[src/rtl/rv32_ctrl_pkg.sv]
// rv32_ctrl_pkg
// Shared definitions for the RV32I multi-cycle controller:
//   - opcode constants for every instruction class the controller knows
//   - the controller state enum (4-bit encoding, two codes unused)
//   - select encodings for result_src, alu_src_a, alu_src_b and alu_op
//   - bit positions of the one-hot instruction class vector from rv32_opdec
package rv32_ctrl_pkg;

  localparam logic [6:0] OP_LOAD   = 7'b0000011;
  localparam logic [6:0] OP_STORE  = 7'b0100011;
  localparam logic [6:0] OP_R      = 7'b0110011;
  localparam logic [6:0] OP_I      = 7'b0010011;
  localparam logic [6:0] OP_JAL    = 7'b1101111;
  localparam logic [6:0] OP_JALR   = 7'b1100111;
  localparam logic [6:0] OP_BRANCH = 7'b1100011;
  localparam logic [6:0] OP_LUI    = 7'b0110111;
  localparam logic [6:0] OP_AUIPC  = 7'b0010111;

  typedef enum logic [3:0] {
    S_FETCH    = 4'd0,
    S_DECODE   = 4'd1,
    S_MEMADR   = 4'd2,
    S_MEMREAD  = 4'd3,
    S_MEMWB    = 4'd4,
    S_MEMWRITE = 4'd5,
    S_EXEC_R   = 4'd6,
    S_EXEC_I   = 4'd7,
    S_ALUWB    = 4'd8,
    S_JALR_ADR = 4'd9,
    S_JAL      = 4'd10,
    S_BRANCH   = 4'd11,
    S_UPPER    = 4'd12,
    S_TRAP     = 4'd13
  } ctrl_state_e;

  // result mux
  localparam logic [1:0] RES_ALUOUT  = 2'b00;
  localparam logic [1:0] RES_MEMDATA = 2'b01;
  localparam logic [1:0] RES_ALU     = 2'b10;

  // ALU A operand
  localparam logic [1:0] SRCA_PC     = 2'b00;
  localparam logic [1:0] SRCA_OLDPC  = 2'b01;
  localparam logic [1:0] SRCA_RS1    = 2'b10;
  localparam logic [1:0] SRCA_ZERO   = 2'b11;

  // ALU B operand
  localparam logic [1:0] SRCB_RS2    = 2'b00;
  localparam logic [1:0] SRCB_IMM    = 2'b01;
  localparam logic [1:0] SRCB_FOUR   = 2'b10;

  // ALU operation class
  localparam logic [1:0] ALUOP_ADD    = 2'b00;
  localparam logic [1:0] ALUOP_BRANCH = 2'b01;
  localparam logic [1:0] ALUOP_FUNCT  = 2'b10;

  // One-hot instruction class bit positions
  localparam int CLS_W      = 7;
  localparam int CLS_MEM    = 0;
  localparam int CLS_R      = 1;
  localparam int CLS_I      = 2;
  localparam int CLS_JAL    = 3;
  localparam int CLS_JALR   = 4;
  localparam int CLS_BRANCH = 5;
  localparam int CLS_UPPER  = 6;

endpackage

[src/rtl/rv32_opdec.sv]
// rv32_opdec
// Combinational opcode classifier used by the DECODE state.
// Ports:
//   opcode  in  7      IR[6:0]
//   cls     out CLS_W  one-hot instruction class (all zero when illegal)
//   illegal out 1      opcode unknown or its class disabled by parameter
module rv32_opdec
  import rv32_ctrl_pkg::*;
#(
  parameter bit EN_JALR  = 1'b1,
  parameter bit EN_UPPER = 1'b1
) (
  input  logic [6:0]       opcode,
  output logic [CLS_W-1:0] cls,
  output logic             illegal
);

  always_comb begin
    cls = '0;
    case (opcode)
      OP_LOAD, OP_STORE: cls[CLS_MEM]    = 1'b1;
      OP_R:              cls[CLS_R]      = 1'b1;
      OP_I:              cls[CLS_I]      = 1'b1;
      OP_JAL:            cls[CLS_JAL]    = 1'b1;
      OP_JALR:           cls[CLS_JALR]   = EN_JALR;
      OP_BRANCH:         cls[CLS_BRANCH] = 1'b1;
      OP_LUI, OP_AUIPC:  cls[CLS_UPPER]  = EN_UPPER;
      default:           cls             = '0;
    endcase
    // A disabled class leaves the vector empty, so it falls out as illegal.
    illegal = ~|cls;
  end

endmodule

[src/rtl/rv32_mc_control.sv]
// rv32_mc_control
// Multi-cycle Moore controller for the RV32I shared-ALU / single-memory
// datapath. Sequences FETCH, DECODE, execute, memory and writeback states.
// Ports:
//   clk, rst_n      clock, asynchronous active-low reset
//   opcode[6:0]     IR opcode field, stable from DECODE to the next FETCH
//   mem_ready       memory accepted the write / returned read data
//   pc_write        unconditional PC load
//   branch          conditional PC load (qualified by the datapath)
//   adr_src         memory address: 0 = PC, 1 = ALUOut
//   mem_read        memory read request
//   mem_write       memory write request
//   ir_write        IR and OldPC load
//   result_src[1:0] result mux select
//   alu_src_a[1:0]  ALU A select
//   alu_src_b[1:0]  ALU B select
//   alu_op[1:0]     ALU operation class
//   reg_write       register file write
//   illegal         high in TRAP
//   state_dbg[3:0]  current state register, for observation only
//
// Handshake: a memory request (mem_read / mem_write) is held every cycle
// the FSM sits in a memory state; the transfer completes in the cycle
// mem_ready is high, and the FSM leaves that state on the following edge.
// ir_write / pc_write in FETCH are asserted only in that completing cycle.
module rv32_mc_control
  import rv32_ctrl_pkg::*;
#(
  parameter bit EN_JALR  = 1'b1,
  parameter bit EN_UPPER = 1'b1,
  parameter bit MEM_HS   = 1'b1
) (
  input  logic       clk,
  input  logic       rst_n,
  input  logic [6:0] opcode,
  input  logic       mem_ready,
  output logic       pc_write,
  output logic       branch,
  output logic       adr_src,
  output logic       mem_read,
  output logic       mem_write,
  output logic       ir_write,
  output logic [1:0] result_src,
  output logic [1:0] alu_src_a,
  output logic [1:0] alu_src_b,
  output logic [1:0] alu_op,
  output logic       reg_write,
  output logic       illegal,
  output logic [3:0] state_dbg
);

  ctrl_state_e      state;
  logic [CLS_W-1:0] cls;
  logic             op_illegal;
  logic             mem_rdy;

  assign mem_rdy   = MEM_HS ? mem_ready : 1'b1;
  assign state_dbg = state;

  rv32_opdec #(
    .EN_JALR  (EN_JALR),
    .EN_UPPER (EN_UPPER)
  ) u_opdec (
    .opcode  (opcode),
    .cls     (cls),
    .illegal (op_illegal)
  );

  always_ff @(posedge clk or negedge rst_n) begin
    if (!rst_n) begin
      state <= S_FETCH;
    end else begin
      case (state)
        S_FETCH:    if (mem_rdy) state <= S_DECODE;
        S_DECODE: begin
          if (op_illegal)            state <= S_TRAP;
          else if (cls[CLS_MEM])     state <= S_MEMADR;
          else if (cls[CLS_R])       state <= S_EXEC_R;
          else if (cls[CLS_I])       state <= S_EXEC_I;
          else if (cls[CLS_JAL])     state <= S_JAL;
          else if (cls[CLS_JALR])    state <= S_JALR_ADR;
          else if (cls[CLS_BRANCH])  state <= S_BRANCH;
          else                       state <= S_UPPER;
        end
        // opcode[5] separates stores (0100011) from loads (0000011)
        S_MEMADR:   state <= opcode[5] ? S_MEMWRITE : S_MEMREAD;
        S_MEMREAD:  if (mem_rdy) state <= S_MEMWB;
        S_MEMWB:    state <= S_FETCH;
        S_MEMWRITE: if (mem_rdy) state <= S_FETCH;
        S_EXEC_R:   state <= S_ALUWB;
        S_EXEC_I:   state <= S_ALUWB;
        S_ALUWB:    state <= S_FETCH;
        S_JALR_ADR: state <= S_JAL;
        S_JAL:      state <= S_ALUWB;
        S_BRANCH:   state <= S_FETCH;
        S_UPPER:    state <= S_ALUWB;
        S_TRAP:     state <= S_TRAP;
        default:    state <= S_FETCH;
      endcase
    end
  end

  always_comb begin
    pc_write   = 1'b0;
    branch     = 1'b0;
    adr_src    = 1'b0;
    mem_read   = 1'b0;
    mem_write  = 1'b0;
    ir_write   = 1'b0;
    result_src = RES_ALUOUT;
    alu_src_a  = SRCA_PC;
    alu_src_b  = SRCB_RS2;
    alu_op     = ALUOP_ADD;
    reg_write  = 1'b0;
    illegal    = 1'b0;
    case (state)
      S_FETCH: begin
        mem_read   = 1'b1;
        alu_src_b  = SRCB_FOUR;
        result_src = RES_ALU;
        ir_write   = mem_rdy;
        pc_write   = mem_rdy;
      end
      S_DECODE: begin
        alu_src_a = SRCA_OLDPC;
        alu_src_b = SRCB_IMM;
      end
      S_MEMADR, S_JALR_ADR: begin
        alu_src_a = SRCA_RS1;
        alu_src_b = SRCB_IMM;
      end
      S_MEMREAD: begin
        adr_src  = 1'b1;
        mem_read = 1'b1;
      end
      S_MEMWB: begin
        result_src = RES_MEMDATA;
        reg_write  = 1'b1;
      end
      S_MEMWRITE: begin
        adr_src   = 1'b1;
        mem_write = 1'b1;
      end
      S_EXEC_R: begin
        alu_src_a = SRCA_RS1;
        alu_src_b = SRCB_RS2;
        alu_op    = ALUOP_FUNCT;
      end
      S_EXEC_I: begin
        alu_src_a = SRCA_RS1;
        alu_src_b = SRCB_IMM;
        alu_op    = ALUOP_FUNCT;
      end
      S_ALUWB: begin
        result_src = RES_ALUOUT;
        reg_write  = 1'b1;
      end
      S_JAL: begin
        // PC loads the target already in ALUOut while the ALU builds OldPC+4.
        alu_src_a  = SRCA_OLDPC;
        alu_src_b  = SRCB_FOUR;
        result_src = RES_ALUOUT;
        pc_write   = 1'b1;
      end
      S_BRANCH: begin
        alu_src_a = SRCA_RS1;
        alu_src_b = SRCB_RS2;
        alu_op    = ALUOP_BRANCH;
        branch    = 1'b1;
      end
      S_UPPER: begin
        // LUI adds imm to zero, AUIPC adds imm to the instruction's PC.
        alu_src_a = opcode[5] ? SRCA_ZERO : SRCA_OLDPC;
        alu_src_b = SRCB_IMM;
      end
      S_TRAP: begin
        illegal = 1'b1;
      end
      default: begin
        alu_src_b  = SRCB_FOUR;
        result_src = RES_ALU;
      end
    endcase

    // Reset kills every strobe immediately, including FETCH's mem_read,
    // so an abandoned instruction can never complete a write.
    if (!rst_n) begin
      pc_write  = 1'b0;
      branch    = 1'b0;
      mem_read  = 1'b0;
      mem_write = 1'b0;
      ir_write  = 1'b0;
      reg_write = 1'b0;
      illegal   = 1'b0;
    end
  end

endmodule

[config.mk]
export PLATFORM = sky130hd
export DESIGN_NAME = rv32_mc_control
export DESIGN_NICKNAME = d
export VERILOG_FILES = /design/src/rtl/rv32_ctrl_pkg.sv /design/src/rtl/rv32_opdec.sv /design/src/rtl/rv32_mc_control.sv
export SDC_FILE = /design/constraint.sdc
export NUM_CORES = 1
export LEC_CHECK = 0
export BUFFER_PORTS_ARGS = -buffer_cell sky130_fd_sc_hd__buf_2
export CAP_MARGIN = 20
export CORE_ASPECT_RATIO = 1.25
export CORE_MARGIN = 5
export CORE_UTILIZATION = 35
export CTS_CLUSTER_DIAMETER = 50
export CTS_CLUSTER_SIZE = 28
export DETAILED_ROUTE_END_ITERATION = 6
export SLEW_MARGIN = 30
export SYNTH_ARGS = -nofsm -noshare
export SYNTH_HDL_FRONTEND = slang
export SYNTH_SLANG_ARGS = --single-unit
[constraint.sdc]
create_clock -name clk -period 1.7 [get_ports clk]
set_input_delay 0.34 -clock clk [delete_from_list [all_inputs] [get_ports clk]]
set_output_delay 0.34 -clock clk [all_outputs]
set_load 0.01 [all_outputs]
# Word-level counts from Yosys, hierarchy flattened
# Cells that the tools add are included.
[word_totals]
reg_bits = 4
latch_bits = 0
ram_bits = 0
romBits = 0
out_inout_bits = 20
elab_cells = 80
memories = 0
[classes]
add_sub_neg = 0
n_mul = 0
n_div = 0
order_cmp = 0
n_eq_ne = 25
n_shift = 0
n_mux = 39
bitwise_logic = 0
n_reduce_logical = 15
[op_table]
columns = ["op", "n"]
rows = [
  ["4-bit case mux with 8 select lines", 1],
  ["4-bit two-way mux", 7],
  ["4-bit equality test, second input constant", 6],
  ["7-bit by 6-bit equality test with 1-bit output, second input constant", 3],
  ["7-bit equality test, second input constant", 3],
  ["1-bit two-way mux", 21],
  ["4-bit by 3-bit equality test with 1-bit output, second input constant", 4],
  ["7-bit by 5-bit equality test with 1-bit output, second input constant", 2],
  ["2-bit OR reduction", 7],
  ["7-bit OR reduction", 2],
  ["3-bit two-way mux", 4],
  ["2-bit case mux with 2 select lines", 3],
  ["12-bit OR reduction", 1],
  ["5-bit OR reduction", 2],
  ["4-bit by 2-bit equality test with 1-bit output, second input constant", 2],
  ["7-bit by 2-bit equality test with 1-bit output, second input constant", 1],
  ["2-bit inequality test, second input constant", 3],
  ["2-bit case mux with 3 select lines", 1],
  ["4-bit by 1-bit equality test with 1-bit output, second input constant", 1],
  ["4-bit logical NOT", 1],
  ["4-bit OR reduction", 1],
  ["3-bit AND reduction", 1],
  ["2-bit two-way mux", 1],
  ["1-bit case mux with 2 select lines", 1],
]

# Depth between registers and ports, before layout
[depth]
word_depth = 10
mapped_depth = 6
ltp_nobuf = 4

# Cells and area by module
# Synthesis repeated with hierarchy kept, for this count alone.
[unflattened]
cells_unflattened = 104
area_unflattened_um2 = 732.0
[modules_own_cells]
columns = ["module", "instances", "cells_per_inst", "area_each_um2"]
rows = [
  ["rv32_mc_control", 1, 87, 585.6],
  ["rv32_opdec", 1, 17, 146.4],
]

# Worst setup path before layout
# OpenSTA, ideal clock, no wires.
[synth_path]
path_type = "register to output"
startpoint = "reg state[0] (netlist: state_dbg[0])"
endpoint = "out mem_read"
arrival_ns = 1.239
slack_ns = 0.121
path_stages_with_launch = 5
path_cell_list = "dfrtp_1 buf_4 clkbuf_1 o21ai_0 nor4_1"
[synth_via]
elab_chain_cells = 4
word_cells_on_any_way = 5
cone_classes = "1 x eq/ne; 2 x mux; 2 x reduce/logical"
[synth_lines]
columns = ["element", "line", "rtl"]
rows = [
  ["start: declaration", "rv32_mc_control.sv:52", "ctrl_state_e state;"],
  ["start signal: assignment", "rv32_mc_control.sv:86", "S_MEMADR: state <= opcode[5] ? S_MEMWRITE : S_MEMREAD;"],
  ["4-bit by 2-bit equality test with 1-bit output / 4-bit logical NOT (equally long branches)", "rv32_mc_control.sv:116", "case (state)"],
  ["2-bit OR reduction (no line) *", "n/a", ""],
  ["1-bit two-way mux *", "rv32_mc_control.sv:116", ""],
  ["1-bit two-way mux *", "rv32_mc_control.sv:187", "if (!rst_n) begin"],
  ["end: declaration", "rv32_mc_control.sv:40", "output logic mem_read,"],
]
# Every way passes the cells marked *; elsewhere a longest branch is shown, timed or not.

# Worst setup path after layout
[layout_path]
startpoint = "reg state[2] (netlist: state_dbg[2])"
endpoint = "out adr_src"
[layout_via]
elab_chain_cells = 3
word_cells_on_any_way = 4
cone_classes = "2 x eq/ne; 1 x mux; 1 x reduce/logical"
[layout_lines]
columns = ["element", "line", "rtl"]
rows = [
  ["4-bit by 3-bit equality test with 1-bit output / 4-bit by 2-bit equality test with 1-bit output (equally long branches)", "rv32_mc_control.sv:116", ""],
  ["2-bit OR reduction (no line) *", "n/a", ""],
  ["1-bit two-way mux *", "rv32_mc_control.sv:116", ""],
  ["end: declaration", "rv32_mc_control.sv:39", "output logic adr_src,"],
]
# Marked as above.

==> qor.yml <==
clk_pin_slew_ps: 40
drv_cap: 0
tightest_slew_ps: 307
ant_nets: 0
clock-sinks: 4
rsz0062_at_grt: "true"
routed_wl_um: 2180
mappedNetlistArea_um2: 598
synth_compound_area_frac: 0.305
finalInstanceArea_um2: 943
clockBufferDepth: 2
r2r-start: "state_dbg[0]"
die_w_um: 47.0
clock_skew_ps: 5.69
post-route-min-period_ps: 1720
die_area_um2: 2640
crit_fanout: 6
core_um2: 1600
synthMuxAreaShare: 0.0188
vias: 866
htree_levels: 1
fp.dieH_um: 56.2
critical_path.cell_chain: "buf_6 -> buf_6 -> xnor2_2 -> nor3b_1 -> buf_2"
portBuffers: 29
antenna_found_initial: 0
start_util: 0.373
synth_fp_nets: 102
cp.depth: 5
globalRouteTotalUtil: 0.172
worst-path-buf-inv: 3
max_freq_ghz: 0.580
synth_xor_area_frac: 0.0293
cts-root-buf: "clkbuf_4"
synth_top_cell_by_area: "dfrtp_1"
cellPowerDensity_nw_per_um2: 1780
synthTopCellsByArea: "dfrtp_1 (17%), nor2_1 (8.2%), o21ai_0 (6.7%)"
drt_first_pass_iters: 4
post-route-period-util: 1.01
largest_register_ffs: 4
drive_gt1_frac: 0.470
hold_path_depth: 3
synth-simple-area-share: 0.404
synthCells: 92
crit_path_start_kind: "register"
routedWlPerCell_um: 14.3
min_from: "mem_ready"
vdd_drop_max_mv: 0.734
drt_iter0_markers: 25
synthesis.area_per_instance_um2: 6.50
synth_most_common_cell: "nor2_1"
grt_pass1_wl_um: 3440
cp.required_ps: 1360
layout_setup_ws_ps: -23.3
setup_viol: 1
async_flop_share: 1.00
synth-edff-count: 0
ios: 30
endpoint_kind: "output port"
placed_cell_area_um2: 807
cpMaxStageDelayCell: "dfrtp_2"
instances_no_fill: 152
p_leak_nw: 0.473
reg2regPathDepth: 4
synth_top_area_frac: 0.167
worst-setup-path-type: "reg -> out"
cp_top_family: "flip-flops"
numCtsBuffers: 3
violations: "setup timing"
route.detailed.drc: 0
synth_cell_types: 33
arrival_ps: 1380
clkLatencyLatePin_ps: 240
outcome: "finished with violations"
diodes: 0
cp_common_cell: "buf_6"
grt_pass1_vias: 774
cts_tree: "yes"
seq_area_frac_synth: 0.167
viasPerCell: 5.70
ys_seq_elements: 4
synth_commonest_cells: "nor2_1 (13), nand2_1 (10), o21ai_0 (8)"
placementRows: 16
synth_top_family_by_area: "simple AND/OR/NAND/NOR gates"
whs_endpoint: "state_dbg[2]"
slew_headroom: 0.794
grt_start_max_net_pins: 11
dp_hpwl_um: 1580
synth_ff_type: "dfrtp_1"
hp-class: "in -> reg"
rrSetupSlack_ps: 320
area_growth_pct: 57.7
nets: 146
r2r-end: "state_dbg[0]"
dpl.cell_count: 142
gr-total-overflow: 0
final_max_slew_viol_count: 0
synthAdderAreaFrac: 0
yosysWarnings: 0
crit_start: "state_dbg[2]"
hold_violations: 0
place_congestion: 0.823
slowest_delay_ps: 440
==> layout by cell type (no fill, tap or decap), drive strengths merged, types with 3 or more instances in the layout <==
cell type and n:
inv 3, a21oi 7, clkbuf 3, o21ai 8, nand2b 4, dfrtp 4
nand2 10, nor2 13, buf 44, and3 4, nor3 3, nor2b 3
==> cell families after synthesis <==
logic type / Yosys count
AO/OA/AOI/OAI: 28
XOR/XNOR: 2
buffers and inverters: 10
flip-flops: 4
multiplexers: 1
AND/OR/NAND/NOR: 47
==> how the worst max path moves through the flow <==
stage	slack, ps	to
6_report	-20	adr_src
5_1_grt	-80	alu_src_a[0]
4_1_cts	7	alu_src_a[0]
3_5_place_dp	150	result_src[0]
3_3_place_gp	180	result_src[0]
2_1_floorplan	120	mem_read
==> layout make-up <==
| cell class | count | area, um2 |
|---|---|---|
| timing repair buffer | 46 | 288 |
| inverter | 3 | 11.3 |
| multi-input combinational | 78 | 494 |
| sequential | 4 | 105 |
| fill | 163 | 658 |
| tap | 18 | 22.5 |
| clock buffer | 3 | 22.5 |
==> power by group <==
part | switching (mW) | internal [mW]
combinational | 0.669 | 0.646
sequential | 0.0989 | 0.148
clock | 0.0405 | 0.0791
==> metal layers <==
layer	track usage	share of wire	vias up
met3	0.0485	0.079	4
met4	0.0711	0.010	0
li1	-	-	422
met2	0.282	0.54	44
met1	0.200	0.37	396
met5	0	0	-
==> per-stage QoR <==
step | setup TNS, ps | hold slack (ps) | worst slack (ps) | power (mW) | util
after CTS | 0 | 426 | 7.47 | 1.52 | 0.537
final | -23.3 | 449 | -23.3 | 1.68 | 0.589
after global routing | -321 | 473 | -80.2 | 1.82 | 0.589
after global placement | 0 | 182 | 179 | 1.35 | 0.504
after detailed placement | 0 | 185 | 152 | 1.34 | 0.504
after floorplan | 0 | 44.4 | 121 | 0.901 | -
==> timing repair <==
item	CTS	global route
buffers inserted	1	5
pin swaps	0	1
resized for setup	7	14
hold buffers	1	0
endpoints found under the setup margin	14	13
hold endpoints to repair	4	0
==> worst register-to-register path: stages (launching register included) <==
cell	delay [ps]
dfrtp_2	460
nor2b_2	200
buf_4	150
and3_1	170
a221o_1	270
(Power assumes the default switching activity.)
